`config.mk`:
```
export PLATFORM = sky130hd
export DESIGN_NAME = intra_plane_param_calc
export DESIGN_NICKNAME = d
export VERILOG_FILES = /design/src/rtl/intra_plane_param_calc.sv
export SDC_FILE = /design/constraint.sdc
export NUM_CORES = 1
export LEC_CHECK = 0
export ABC_AREA = 1
export CAP_MARGIN = 5
export CORE_MARGIN = 2
export CORE_UTILIZATION = 61
export CTS_BUF_LIST = sky130_fd_sc_hd__clkbuf_2
export DETAILED_ROUTE_END_ITERATION = 10
export DONT_BUFFER_PORTS = 1
export HOLD_SLACK_MARGIN = 0.1
export PLACE_DENSITY = 0.78
export SETUP_SLACK_MARGIN = 0.3
export SKIP_CTS_REPAIR_TIMING = 1
export SLEW_MARGIN = 20
export SYNTH_ARGS = -nofsm -noshare
export SYNTH_HDL_FRONTEND = slang
export SYNTH_SLANG_ARGS = --single-unit
```
`constraint.sdc`:
```
create_clock -name clk -period 12.1 [get_ports clk]
set_clock_uncertainty 0.05 [all_clocks]
set_input_delay 1.815 -clock clk [delete_from_list [all_inputs] [get_ports clk]]
set_output_delay 1.815 -clock clk [all_outputs]
set_load 0.05 [all_outputs]
```
`src/rtl/intra_plane_param_calc.sv`:
```
// -----------------------------------------------------------------------------
// intra_plane_param_calc
//
// Computes the H.264 intra plane-prediction parameters for one block per start
// request: horizontal gradient b, vertical gradient c and the top-left seed
// such that pred(x,y) = Clip((seed + x*b + y*c) >>> 5).
//
// Supported geometries: luma 16x16 (mode 0), chroma 8x8 (mode 1) and, when
// the INTRA_PLANE_422_EN macro is defined, chroma 8x16 (mode 2). Mode 3 (and
// mode 2 in the default build) is rejected with a one-cycle err pulse.
//
// Sequencer: IDLE -> ACCUM (one weighted difference per cycle, k = N..1)
//            -> SCALE (b, c) -> SEED (seed) -> HOLD (valid/ready handshake).
// The neighbour inputs are not captured; they must stay stable from the
// accepted start until ACCUM is left.
//
// Ports:
//   clk, rst_n        clock, asynchronous active-low reset
//   start, mode       request pulse (accepted in IDLE only) and block geometry
//   up_row, left_col  16 packed neighbour samples each, p[i,-1] / p[-1,i]
//   up_left           corner sample p[-1,-1]
//   busy              high while ACCUM/SCALE/SEED
//   err               one-cycle pulse on a rejected start
//   out_valid         b/c/seed valid (HOLD); out_ready completes the handshake
//   b, c, seed        signed results, stable while out_valid
//   blk_req/x/y       per-4x4 seed query, honoured only while out_valid
//   blk_seed(_valid)  seed + 4*blk_x*b + 4*blk_y*c, one cycle after blk_req
// -----------------------------------------------------------------------------
module intra_plane_param_calc #(
  parameter  int BIT_DEPTH = 8,
  localparam int WHV       = BIT_DEPTH + 7,
  localparam int WB        = BIT_DEPTH + 4,
  localparam int WS        = BIT_DEPTH + 8,
  localparam int WQ        = BIT_DEPTH + 9
) (
  input  logic                        clk,
  input  logic                        rst_n,
  input  logic                        start,
  input  logic [1:0]                  mode,
  input  logic [16*BIT_DEPTH-1:0]     up_row,
  input  logic [16*BIT_DEPTH-1:0]     left_col,
  input  logic [BIT_DEPTH-1:0]        up_left,
  output logic                        busy,
  output logic                        err,
  output logic                        out_valid,
  input  logic                        out_ready,
  output logic signed [WB-1:0]        b,
  output logic signed [WB-1:0]        c,
  output logic signed [WS-1:0]        seed,
  input  logic                        blk_req,
  input  logic [1:0]                  blk_x,
  input  logic [1:0]                  blk_y,
  output logic signed [WQ-1:0]        blk_seed,
  output logic                        blk_seed_valid
);

  // Internal widths with headroom so no intermediate can wrap before the
  // final truncation to the output widths.
  localparam int WP  = WHV + 8;
  localparam int WSE = WS + 4;
  localparam int WQE = WQ + 4;

  localparam logic [1:0] MODE_LUMA16  = 2'd0;
  localparam logic [1:0] MODE_CHROMA8 = 2'd1;
`ifdef INTRA_PLANE_422_EN
  localparam logic [1:0] MODE_CHROMA816 = 2'd2;
`endif

  localparam logic signed [WP-1:0]  K5       = WP'(5);
  localparam logic signed [WP-1:0]  K34      = WP'(34);
  localparam logic signed [WP-1:0]  SCALE_RND = WP'(32);
  localparam logic signed [WSE-1:0] SEED_RND = WSE'(16);

  typedef enum logic [2:0] {
    S_IDLE,
    S_ACCUM,
    S_SCALE,
    S_SEED,
    S_HOLD
  } state_t;

  state_t                 state_q, state_d;
  logic [1:0]             mode_q, mode_d;
  logic [3:0]             k_q, k_d;
  logic signed [WHV-1:0]  hs_q, hs_d;
  logic signed [WHV-1:0]  vs_q, vs_d;
  logic signed [WB-1:0]   b_q, b_d;
  logic signed [WB-1:0]   c_q, c_d;
  logic signed [WS-1:0]   seed_q, seed_d;
  logic                   err_q, err_d;
  logic signed [WQ-1:0]   blk_seed_q, blk_seed_d;
  logic                   blk_seed_valid_q, blk_seed_valid_d;

  // ---------------------------------------------------------------------------
  // Neighbour unpacking
  // ---------------------------------------------------------------------------
  logic [BIT_DEPTH-1:0] up_s   [16];
  logic [BIT_DEPTH-1:0] left_s [16];

  always_comb begin
    for (int i = 0; i < 16; i++) begin
      up_s[i]   = up_row[i*BIT_DEPTH +: BIT_DEPTH];
      left_s[i] = left_col[i*BIT_DEPTH +: BIT_DEPTH];
    end
  end

  // ---------------------------------------------------------------------------
  // Start decode: legality and initial k (= max(NH, NV)) from the live mode
  // ---------------------------------------------------------------------------
  logic       start_legal;
  logic [3:0] start_n;

  // NOTE: every combinational output gets a default before the case, so no
  // path leaves a variable unassigned and no latch is inferred.
  always_comb begin
    start_legal = 1'b0;
    start_n     = 4'd4;
    case (mode)
      MODE_LUMA16: begin
        start_legal = 1'b1;
        start_n     = 4'd8;
      end
      MODE_CHROMA8: begin
        start_legal = 1'b1;
        start_n     = 4'd4;
      end
`ifdef INTRA_PLANE_422_EN
      MODE_CHROMA816: begin
        start_legal = 1'b1;
        start_n     = 4'd8;
      end
`endif
      default: ;
    endcase
  end

  // ---------------------------------------------------------------------------
  // Geometry of the latched mode: term counts, half-size minus one, size minus one
  // ---------------------------------------------------------------------------
  logic [3:0] nh, nv, hw_m1, hh_m1, w_m1, h_m1;

  always_comb begin
    nh    = 4'd4;
    nv    = 4'd4;
    hw_m1 = 4'd3;
    hh_m1 = 4'd3;
    w_m1  = 4'd7;
    h_m1  = 4'd7;
    if (mode_q == MODE_LUMA16) begin
      nh    = 4'd8;
      nv    = 4'd8;
      hw_m1 = 4'd7;
      hh_m1 = 4'd7;
      w_m1  = 4'd15;
      h_m1  = 4'd15;
    end
`ifdef INTRA_PLANE_422_EN
    else if (mode_q == MODE_CHROMA816) begin
      nv    = 4'd8;
      hh_m1 = 4'd7;
      h_m1  = 4'd15;
    end
`endif
  end

  // ---------------------------------------------------------------------------
  // ACCUM datapath: k-weighted difference of the mirrored sample pair
  // ---------------------------------------------------------------------------
  logic [3:0]             h_hi_idx, h_lo_idx, v_hi_idx, v_lo_idx;
  logic [BIT_DEPTH-1:0]   h_hi, h_lo, v_hi, v_lo;
  logic signed [BIT_DEPTH:0] h_diff, v_diff;
  logic signed [4:0]      k_s;
  logic signed [WHV-1:0]  h_term, v_term;

  always_comb begin
    h_hi_idx = hw_m1 + k_q;
    h_lo_idx = hw_m1 - k_q;
    v_hi_idx = hh_m1 + k_q;
    v_lo_idx = hh_m1 - k_q;
    h_hi     = up_s[h_hi_idx];
    v_hi     = left_s[v_hi_idx];
    // The outermost term reaches index -1, which is the corner sample.
    h_lo     = (k_q > hw_m1) ? up_left : up_s[h_lo_idx];
    v_lo     = (k_q > hh_m1) ? up_left : left_s[v_lo_idx];
    h_diff   = $signed({1'b0, h_hi}) - $signed({1'b0, h_lo});
    v_diff   = $signed({1'b0, v_hi}) - $signed({1'b0, v_lo});
    k_s      = $signed({1'b0, k_q});
    h_term   = WHV'(h_diff) * WHV'(k_s);
    v_term   = WHV'(v_diff) * WHV'(k_s);
  end

  // ---------------------------------------------------------------------------
  // SCALE datapath: rounded, floor-shifted gradients
  // ---------------------------------------------------------------------------
  logic signed [WP-1:0] hs_w, vs_w, b_full, c_full;

  always_comb begin
    hs_w   = WP'(hs_q);
    vs_w   = WP'(vs_q);
    b_full = (hs_w * ((mode_q == MODE_LUMA16)  ? K5  : K34) + SCALE_RND) >>> 6;
    c_full = (vs_w * ((mode_q == MODE_CHROMA8) ? K34 : K5)  + SCALE_RND) >>> 6;
  end

  // ---------------------------------------------------------------------------
  // SEED datapath: seed = 16*(far top + far left) - (W/2-1)*b - (H/2-1)*c + 16
  // ---------------------------------------------------------------------------
  logic signed [WSE-1:0] far_sum, b_se, c_se, hw_se, hh_se, seed_full;

  always_comb begin
    far_sum   = $signed(WSE'(up_s[w_m1])) + $signed(WSE'(left_s[h_m1]));
    b_se      = WSE'(b_q);
    c_se      = WSE'(c_q);
    hw_se     = $signed(WSE'(hw_m1));
    hh_se     = $signed(WSE'(hh_m1));
    seed_full = (far_sum <<< 4) - hw_se * b_se - hh_se * c_se + SEED_RND;
  end

  // ---------------------------------------------------------------------------
  // Query datapath: seed of the top-left pixel of 4x4 block (blk_x, blk_y)
  // ---------------------------------------------------------------------------
  logic signed [WQE-1:0] seed_qe, b_qe, c_qe, bx_qe, by_qe, blk_full;

  always_comb begin
    seed_qe  = WQE'(seed_q);
    b_qe     = WQE'(b_q);
    c_qe     = WQE'(c_q);
    bx_qe    = $signed(WQE'({blk_x, 2'b00}));
    by_qe    = $signed(WQE'({blk_y, 2'b00}));
    blk_full = seed_qe + bx_qe * b_qe + by_qe * c_qe;
  end

  // High bits dropped by the final truncations; legal inputs never use them.
  logic unused_high_bits;
  assign unused_high_bits = ^{b_full[WP-1:WB], c_full[WP-1:WB],
                              seed_full[WSE-1:WS], blk_full[WQE-1:WQ]};

  // ---------------------------------------------------------------------------
  // Sequencer next state
  // ---------------------------------------------------------------------------
  always_comb begin
    state_d = state_q;
    mode_d  = mode_q;
    k_d     = k_q;
    hs_d    = hs_q;
    vs_d    = vs_q;
    b_d     = b_q;
    c_d     = c_q;
    seed_d  = seed_q;
    err_d   = 1'b0;
    case (state_q)
      S_IDLE: begin
        if (start) begin
          if (start_legal) begin
            mode_d  = mode;
            k_d     = start_n;
            hs_d    = '0;
            vs_d    = '0;
            state_d = S_ACCUM;
          end else begin
            err_d = 1'b1;
          end
        end
      end
      S_ACCUM: begin
        // k runs over max(NH, NV); the shorter direction skips its upper terms.
        if (k_q <= nh) hs_d = hs_q + h_term;
        if (k_q <= nv) vs_d = vs_q + v_term;
        k_d = k_q - 4'd1;
        if (k_q == 4'd1) state_d = S_SCALE;
      end
      S_SCALE: begin
        b_d     = b_full[WB-1:0];
        c_d     = c_full[WB-1:0];
        state_d = S_SEED;
      end
      S_SEED: begin
        seed_d  = seed_full[WS-1:0];
        state_d = S_HOLD;
      end
      S_HOLD: begin
        // start is deliberately not looked at here.
        if (out_ready) state_d = S_IDLE;
      end
      default: state_d = S_IDLE;
    endcase
  end

  always_comb begin
    blk_seed_valid_d = blk_req && (state_q == S_HOLD);
    blk_seed_d       = blk_seed_valid_d ? blk_full[WQ-1:0] : blk_seed_q;
  end

  // ---------------------------------------------------------------------------
  // State registers
  // ---------------------------------------------------------------------------
  // NOTE: sequential state uses non-blocking assignments so every flop samples
  // the pre-edge values regardless of statement order.
  always_ff @(posedge clk or negedge rst_n) begin
    if (!rst_n) begin
      state_q          <= S_IDLE;
      mode_q           <= MODE_LUMA16;
      k_q              <= '0;
      hs_q             <= '0;
      vs_q             <= '0;
      b_q              <= '0;
      c_q              <= '0;
      seed_q           <= '0;
      err_q            <= 1'b0;
      blk_seed_q       <= '0;
      blk_seed_valid_q <= 1'b0;
    end else begin
      state_q          <= state_d;
      mode_q           <= mode_d;
      k_q              <= k_d;
      hs_q             <= hs_d;
      vs_q             <= vs_d;
      b_q              <= b_d;
      c_q              <= c_d;
      seed_q           <= seed_d;
      err_q            <= err_d;
      blk_seed_q       <= blk_seed_d;
      blk_seed_valid_q <= blk_seed_valid_d;
    end
  end

  // ---------------------------------------------------------------------------
  // Outputs
  // ---------------------------------------------------------------------------
  assign busy           = (state_q == S_ACCUM) || (state_q == S_SCALE) ||
                          (state_q == S_SEED);
  assign out_valid      = (state_q == S_HOLD);
  assign err            = err_q;
  assign b              = b_q;
  assign c              = c_q;
  assign seed           = seed_q;
  assign blk_seed       = blk_seed_q;
  assign blk_seed_valid = blk_seed_valid_q;

endmodule

```
==> results of run 1 <==
==> per-layer routing <==
layer  track usage (%)  part of all wire, %  up-vias
met5                 0                0.022        -
met3              9.14                  9.5      155
li1                  -                    -     9644
met2              60.0                   46      823
met1              46.2                   40     9571
met4              14.9                  4.2        2
==> worst max-delay path, delay by kind of cell, from the launching register on <==
family / cells / cell delay (ps)
compound gates: 10 / 1820
xor+xnor: 1 / 540
fa+ha+maj: 6 / 2640
buf+inv: 9 / 1940
flops: 1 / 500
simple gates: 10 / 1520
==> cell families after synthesis <==
family	synth area share [%]
AO/OA/AOI/OAI	12.8
XOR/XNOR	3.47
adder cells (fa/ha/maj)	35.3
buffers and inverters	11.3
flip-flops	11.4
multiplexers	2.15
other	0.0175
AND/OR/NAND/NOR	23.5
==> registers in the layout (all words and copies together) (netlist names) <==
name / cells
state_q: 3
seed: 16
b: 12
blk_seed_valid: 1
blk_seed: 17
err: 1
c: 12
vs_q: 15
k_q: 4
hs_q: 15
mode_q: 2
==> area by class of cell <==
type / count / area [um^2]
Antenna cell: 2 / 5.00
Clock buffer: 9 / 45.0
Clock inverter: 7 / 81.3
Fill cell: 3264 / 12600
Inverter: 528 / 1980
Multi-Input combinational cell: 2356 / 16700
Sequential cell: 98 / 2460
Tap cell: 455 / 569
Timing Repair Buffer: 16 / 120
==> per-stage QoR <==
step                      setup WS (ps)  cell area, um^2
after floorplan                    4520            21500
after global placement             3290            21800
after detailed placement           3050            21800
after CTS                          3030            21900
after global routing               2280            21900
final                              2970            21900
==> layout by cell type, fill, tap and decap left out, types with 28 or more instances in the layout <==
master    synthesis  routed
nand2_1         719     719
inv_1           524     522
ha_1            296     294
nor2_1          262     260
o21ai_0         202     202
fa_1            193     193
nand3_1         162     162
a21oi_1         149     148
dfrtp_1          98      97
mux2i_1          45      45
xnor2_1          44      44
xor2_1           34      34
or2_2            32      32
o211ai_1         30      30
a31oi_1          28      28
==> path summary, 6_finish.rpt <==
check	to	cells after the start
setup / recovery	vs_q[12]	36
hold / removal	mode_q[1]	2
setup reg to reg	vs_q[12]	36
hold reg to reg	mode_q[1]	2
max in group asynchronous	hs_q[5]	0
min in group asynchronous	blk_seed[7]	0
==> results.cfg, run 1 <==
[cells_and_area]
stdcell_count = 3471
fin_util_pct = 63.5
layout-drive-gt1-share_pct = 2.72
syn2layout_area_growth_pct = 2.29
layout.nets = 3773

[placement]
dp_cells = 3453
port_buffers = 0
dp_hpwl_um = 56600
gp_congestion = 1.02

[timing]
fin_setup_tns_ps = 0
finalHoldViolations = 0
finalCritPeriodShare_pct = 75.5
maxSlewHeadroom_pct = 34.9
whs_ps = 542
tightest_slew_ps = 977
rsz0062_at_grt = no
max_freq_mhz = 110
period_needed_ps = 9130
setup_viol = 0
slew_violations = 0

[setup_path]
crit_arrival_ps = 9720
critPathMaxStageDelay_ps = 540
critical_path_class = reg -> reg
cp_slowest_cell = xor2_2
path_max_fanout = 51
rrSetupSlack_ps = 2970
critPathLaunch = mode_q[0]
worstPathRequired_ps = 12680
cpMostUsedCell = inv_1
crit_path_end_kind = flop
rr_startpoint = mode_q[0]
critPathLaunchType = flop

[logic_synthesis]
synth_edf_count = 0
avgSynthCellArea_um2 = 6.99
post-synth-top-area-cell = fa_1
synth_ff_type = dfrtp_1
synth_cell_type_count = 45
synthTopCellsByArea = fa_1 18%, ha_1 17%, nand2_1 13%
yosysMostFrequentCell = nand2_1
synth_area_um2 = 21400
seq_area_frac_synth_pct = 11.4
ys_ff_latch = 98
synthDominantCellAreaShare_pct = 18.0
synthTopCellsByCount = 719 x nand2_1, 524 x inv_1, 296 x ha_1, 262 x nor2_1, 202 x o21ai_0
async_flop_share_pct = 100
ys_warn_count = 0
syn_inst = 3064

[cts]
numClockSinks = 98
root_buffer = clkbuf_2
numCtsBuffers = 9
cts.clk_slew.worst_paths_ps = 340
cts_tree = yes
cts.path.max_buffers = 2
clk_latency_ps = 700
htreeDepth = 3

[global_routing]
track_usage_pct = 36.6
grt_first_pass_wirelength_um = 103000
grt_overflow_total = 0
grt_pass1_vias = 19564
antenna_found_initial = 5
grt_start_max_net_pins = 99

[floorplan]
die_h_um = 191
fp.dieW_um = 191
die_area_um2 = 36600
rows = 68
core-area_um2 = 34500
ioPinCount = 336
start_util_pct = 62.0

[flow_run]
cap_violations = 0

[drt]
ant_nets = 0
first_pass_iters = 6
drt-total-wl_um = 67500
via_count = 20195
drt_iter0_markers = 1664
wl_per_cell_um = 19.5
drt-vias-per-instance = 5.82
drc = 0

[worst_hold_path]
min_path_type = reg -> reg
hold_start = mode_q[1]

[outcome]
status = completed
Power of run 1 is left out: the tool's default activity adds up to more than one toggle a clock period on the data nets, which glitch-free logic cannot reach.
==> inputs of run 2 (changes only) <==
PLACE_DENSITY = 0.81   (was 0.78)
clock period = 7.9 ns   (was 12.1 ns; I/O delays follow)
==> results.cfg, run 2 (synthesis results as in run 1) <==
[outcome]
status = completed

[cts]
numCtsBuffers = 9
cts.path.max_buffers = 2
cts.clk_slew.worst_paths_ps = 340
cts_tree = yes
numClockSinks = 98
clk_latency_ps = 710
root_buffer = clkbuf_2
htreeDepth = 3

[cells_and_area]
layout_common_cells = 719 x nand2_1, 521 x inv_1, 293 x ha_1, 257 x nor2_1, 200 x o21ai_0
layout.nets = 3805
largest_register_ff_count = 17
syn2layout_area_growth_pct = 3.81
multiInputGateArea_um2 = 16700
seq_area_um2 = 2460
fillCellCount = 3159
final_common_cell = nand2_1
layout-drive-gt1-share_pct = 3.97
stdcell_count = 3502

[placement]
dp_cells = 3472
gp_congestion = 1.02
dp_hpwl_um = 57700
port_buffers = 0

[timing]
period_needed_ps = 7280
setup_viol = 0
finalCritPeriodShare_pct = 92.2
fin_setup_tns_ps = 0
tightest_slew_ps = 899
rsz0062_at_grt = yes
max_freq_mhz = 137
finalHoldViolations = 0
maxSlewHeadroom_pct = 39.9
slew_violations = 0

[setup_path]
cp_slowest_cell = fa_1
rr_startpoint = mode_q[0]
rr_endpoint = vs_q[12]
crit_arrival_ps = 7840
reg2reg_depth = 36
cpMostUsedCell = inv_1
rrSetupSlack_ps = 620
cp_top_family = adder cells
critical_path_class = reg -> reg
worstPathRequired_ps = 8460
path_max_fanout = 14
worst-path-buf-inv = 10
critPathLaunchType = flop
crit_path_end_kind = flop
critPathMaxStageDelay_ps = 530

[global_routing]
use_met2_pct = 62.0
use_met1_pct = 48.2
grt_overflow_total = 0
grt_use_met3_pct = 7.80
antenna_found_initial = 2
grt_start_max_net_pins = 99
track_usage_pct = 37.7
grt_first_pass_wirelength_um = 107000
globalRoute.busiestLayer = met2
grt_pass1_vias = 19801

[drt]
ant_nets = 0
drt_iter0_markers = 1723
via_count = 20639
first_pass_iters = 6
drc = 0
drt-vias-per-instance = 5.89
drt-total-wl_um = 69700
wl_per_cell_um = 19.9

[floorplan]
die_area_um2 = 36600
start_util_pct = 62.0
core-area_um2 = 34500
die_h_um = 191
fp.dieW_um = 191
ioPinCount = 336
rows = 68

[flow_run]
cap_violations = 0

[worst_hold_path]
min_path_type = in -> async
-- run 2: final cells by class --
type	instances	share of cell area, %
well taps	455	2.56
multi-input cells	2356	75.1
clock inverters	7	0.377
inverters	528	8.94
flip-flops and latches	98	11.0
repair buffers	48	1.78
clock buffers	9	0.202
diodes	1	0.0112
-- run 2: worst max-delay path by stage --
stage / from / end / slack [ps] / cells past startpoint
after floorplan: k_q[0] / vs_q[12] / 320 / 38
after global placement: mode_q[0] / vs_q[12] / 520 / 34
after detailed placement: mode_q[0] / vs_q[12] / 300 / 34
after CTS: mode_q[0] / vs_q[12] / 240 / 34
after global routing: mode_q[0] / vs_q[12] / 220 / 36
final: mode_q[0] / vs_q[12] / 620 / 36
-- run 2: worst register-to-register path, delay by kind of cell, from the launching register on --
family,cells,cell delay (ps)
AOI/OAI and AO/OA,9,1640
adders and majority gates,7,2880
buffers and inverters,10,1080
DFF,1,490
and+or+nand+nor,10,1060
-- run 2: metal layers --
layer,vias up,wire (um)
met3,175,6110
met1,9835,27900
met4,2,3250
met2,899,32500
li1,9728,-
met5,-,12
-- run 2: stage by stage --
stage | worst slack, ps | area [um^2] | util (%) | hold WS [ps]
CTS | 241 | 22100 | 63.9 | 15.5
floorplan | 321 | 21500 | - | 436
detailed placement | 301 | 21900 | 63.5 | 518
global placement | 520 | 21900 | 63.5 | 500
finish | 620 | 22200 | 64.4 | 288
global route | 219 | 22200 | 64.4 | 257
Power of run 2 is left out for the same reason.
==> inputs of run 3 (changes only) <==
CORE_UTILIZATION = 35   (was 61)
PLACE_DENSITY = 0.52   (was 0.81)
SKIP_LAST_GASP = 1   (was not set)
==> results.cfg, run 3 (synthesis results as in run 1) <==
[timing]
period_needed_ps = 7170
finalHoldViolations = 0
fin_setup_tns_ps = 0
setup_viol = 0
worst_slack_ps = 731
max_freq_mhz = 139
slew_violations = 0
tightest_slew_ps = 923
maxSlewHeadroom_pct = 36.7
whs_ps = 443
finalCritPeriodShare_pct = 90.8
rsz0062_at_grt = yes

[worst_hold_path]
hold_start = start
min_path_type = in -> reg
hold_end = err
hold_depth = 2

[floorplan]
die_area_um2 = 63200
start_util_pct = 35.4
die_h_um = 251
ioPinCount = 336
rows = 90
core-area_um2 = 60500
fp.dieW_um = 251

[drt]
ant_nets = 0
drc = 0
drt-total-wl_um = 77700
drt_iter0_markers = 1340
wl_per_cell_um = 20.3
via_count = 19861
drt-vias-per-instance = 5.19
first_pass_iters = 6

[setup_path]
crit_path_end_kind = flop
critPathLaunch = mode_q[0]
worstPathRequired_ps = 8560
cp_slowest_cell = fa_1
critPathMaxStageDelay_ps = 550
cp.depth = 33
critPathLaunchType = flop
crit_arrival_ps = 7830
path_max_fanout = 18
rr_startpoint = mode_q[0]
worst-path-buf-inv = 6
cpMostUsedCell = nand2_1
critical_path_class = reg -> reg
rr_endpoint = hs_q[12]
rrSetupSlack_ps = 730
reg2reg_depth = 33
cp_top_family = adder cells

[global_routing]
antenna_found_initial = 2
grt_overflow_total = 0
grt_pass1_vias = 19929
globalRoute.busiestLayer = met2
grt_start_max_net_pins = 99
grt_use_met3_pct = 4.14
grt_first_pass_wirelength_um = 117000
use_met2_pct = 40.9
use_met1_pct = 32.2
track_usage_pct = 24.4

[cts]
cts.path.max_buffers = 2
numClockSinks = 98
root_buffer = clkbuf_2
cts_tree = yes
cts.clk_slew.worst_paths_ps = 310
htreeDepth = 3
clk_latency_ps = 800
numCtsBuffers = 9

[cells_and_area]
seq_area_um2 = 2460
fillCellCount = 6574
final_common_cell = nand2_1
layout-drive-gt1-share_pct = 3.84
layout.nets = 3806
multiInputGateArea_um2 = 16700
syn2layout_area_growth_pct = 5.91
largest_register_ff_count = 17
layout_common_cells = 719 x nand2_1, 522 x inv_1, 295 x ha_1, 257 x nor2_1, 199 x o21ai_0

[placement]
gp_congestion = 1.00
pre_cts_slack_ps = 323
port_buffers = 0
dp_hpwl_um = 66100

[flow_run]
cap_violations = 0

[outcome]
status = completed
[run 3: through the flow]
stage / instances / instance area (um^2) / util (%)
after floorplan: 3089 / 21500 / -
after global placement: 3807 / 22400 / 37.1
after detailed placement: 3807 / 22400 / 37.1
after CTS: 3823 / 22600 / 37.3
after global routing: 3830 / 22700 / 37.5
final: 3830 / 22700 / 37.5
[run 3: worst max path at each step]
stage / endpoint / slack [ps]
floorplan: vs_q[12] / 320
global placement: vs_q[12] / 430
detailed placement: vs_q[12] / 320
CTS: vs_q[12] / 330
global route: vs_q[12] / 280
finish: hs_q[12] / 730
[run 3: final cells by class]
type                       instances  area share (%)
multi-input combinational       2356            73.6
sequential                        98            10.8
inverter                         528            8.73
tap                              782            4.31
timing repair buffer              49            1.94
clock inverter                     7           0.358
clock buffer                       9           0.198
antenna                            1          0.0110
[run 3: layer usage]
metal  vias up  part of all wire [%]
li1       9723                     -
met1      9569                    45
met2       482                    48
met3        87                   5.1
met4         0                   2.6
met5         -                     0
Power of run 3 is left out for the same reason.
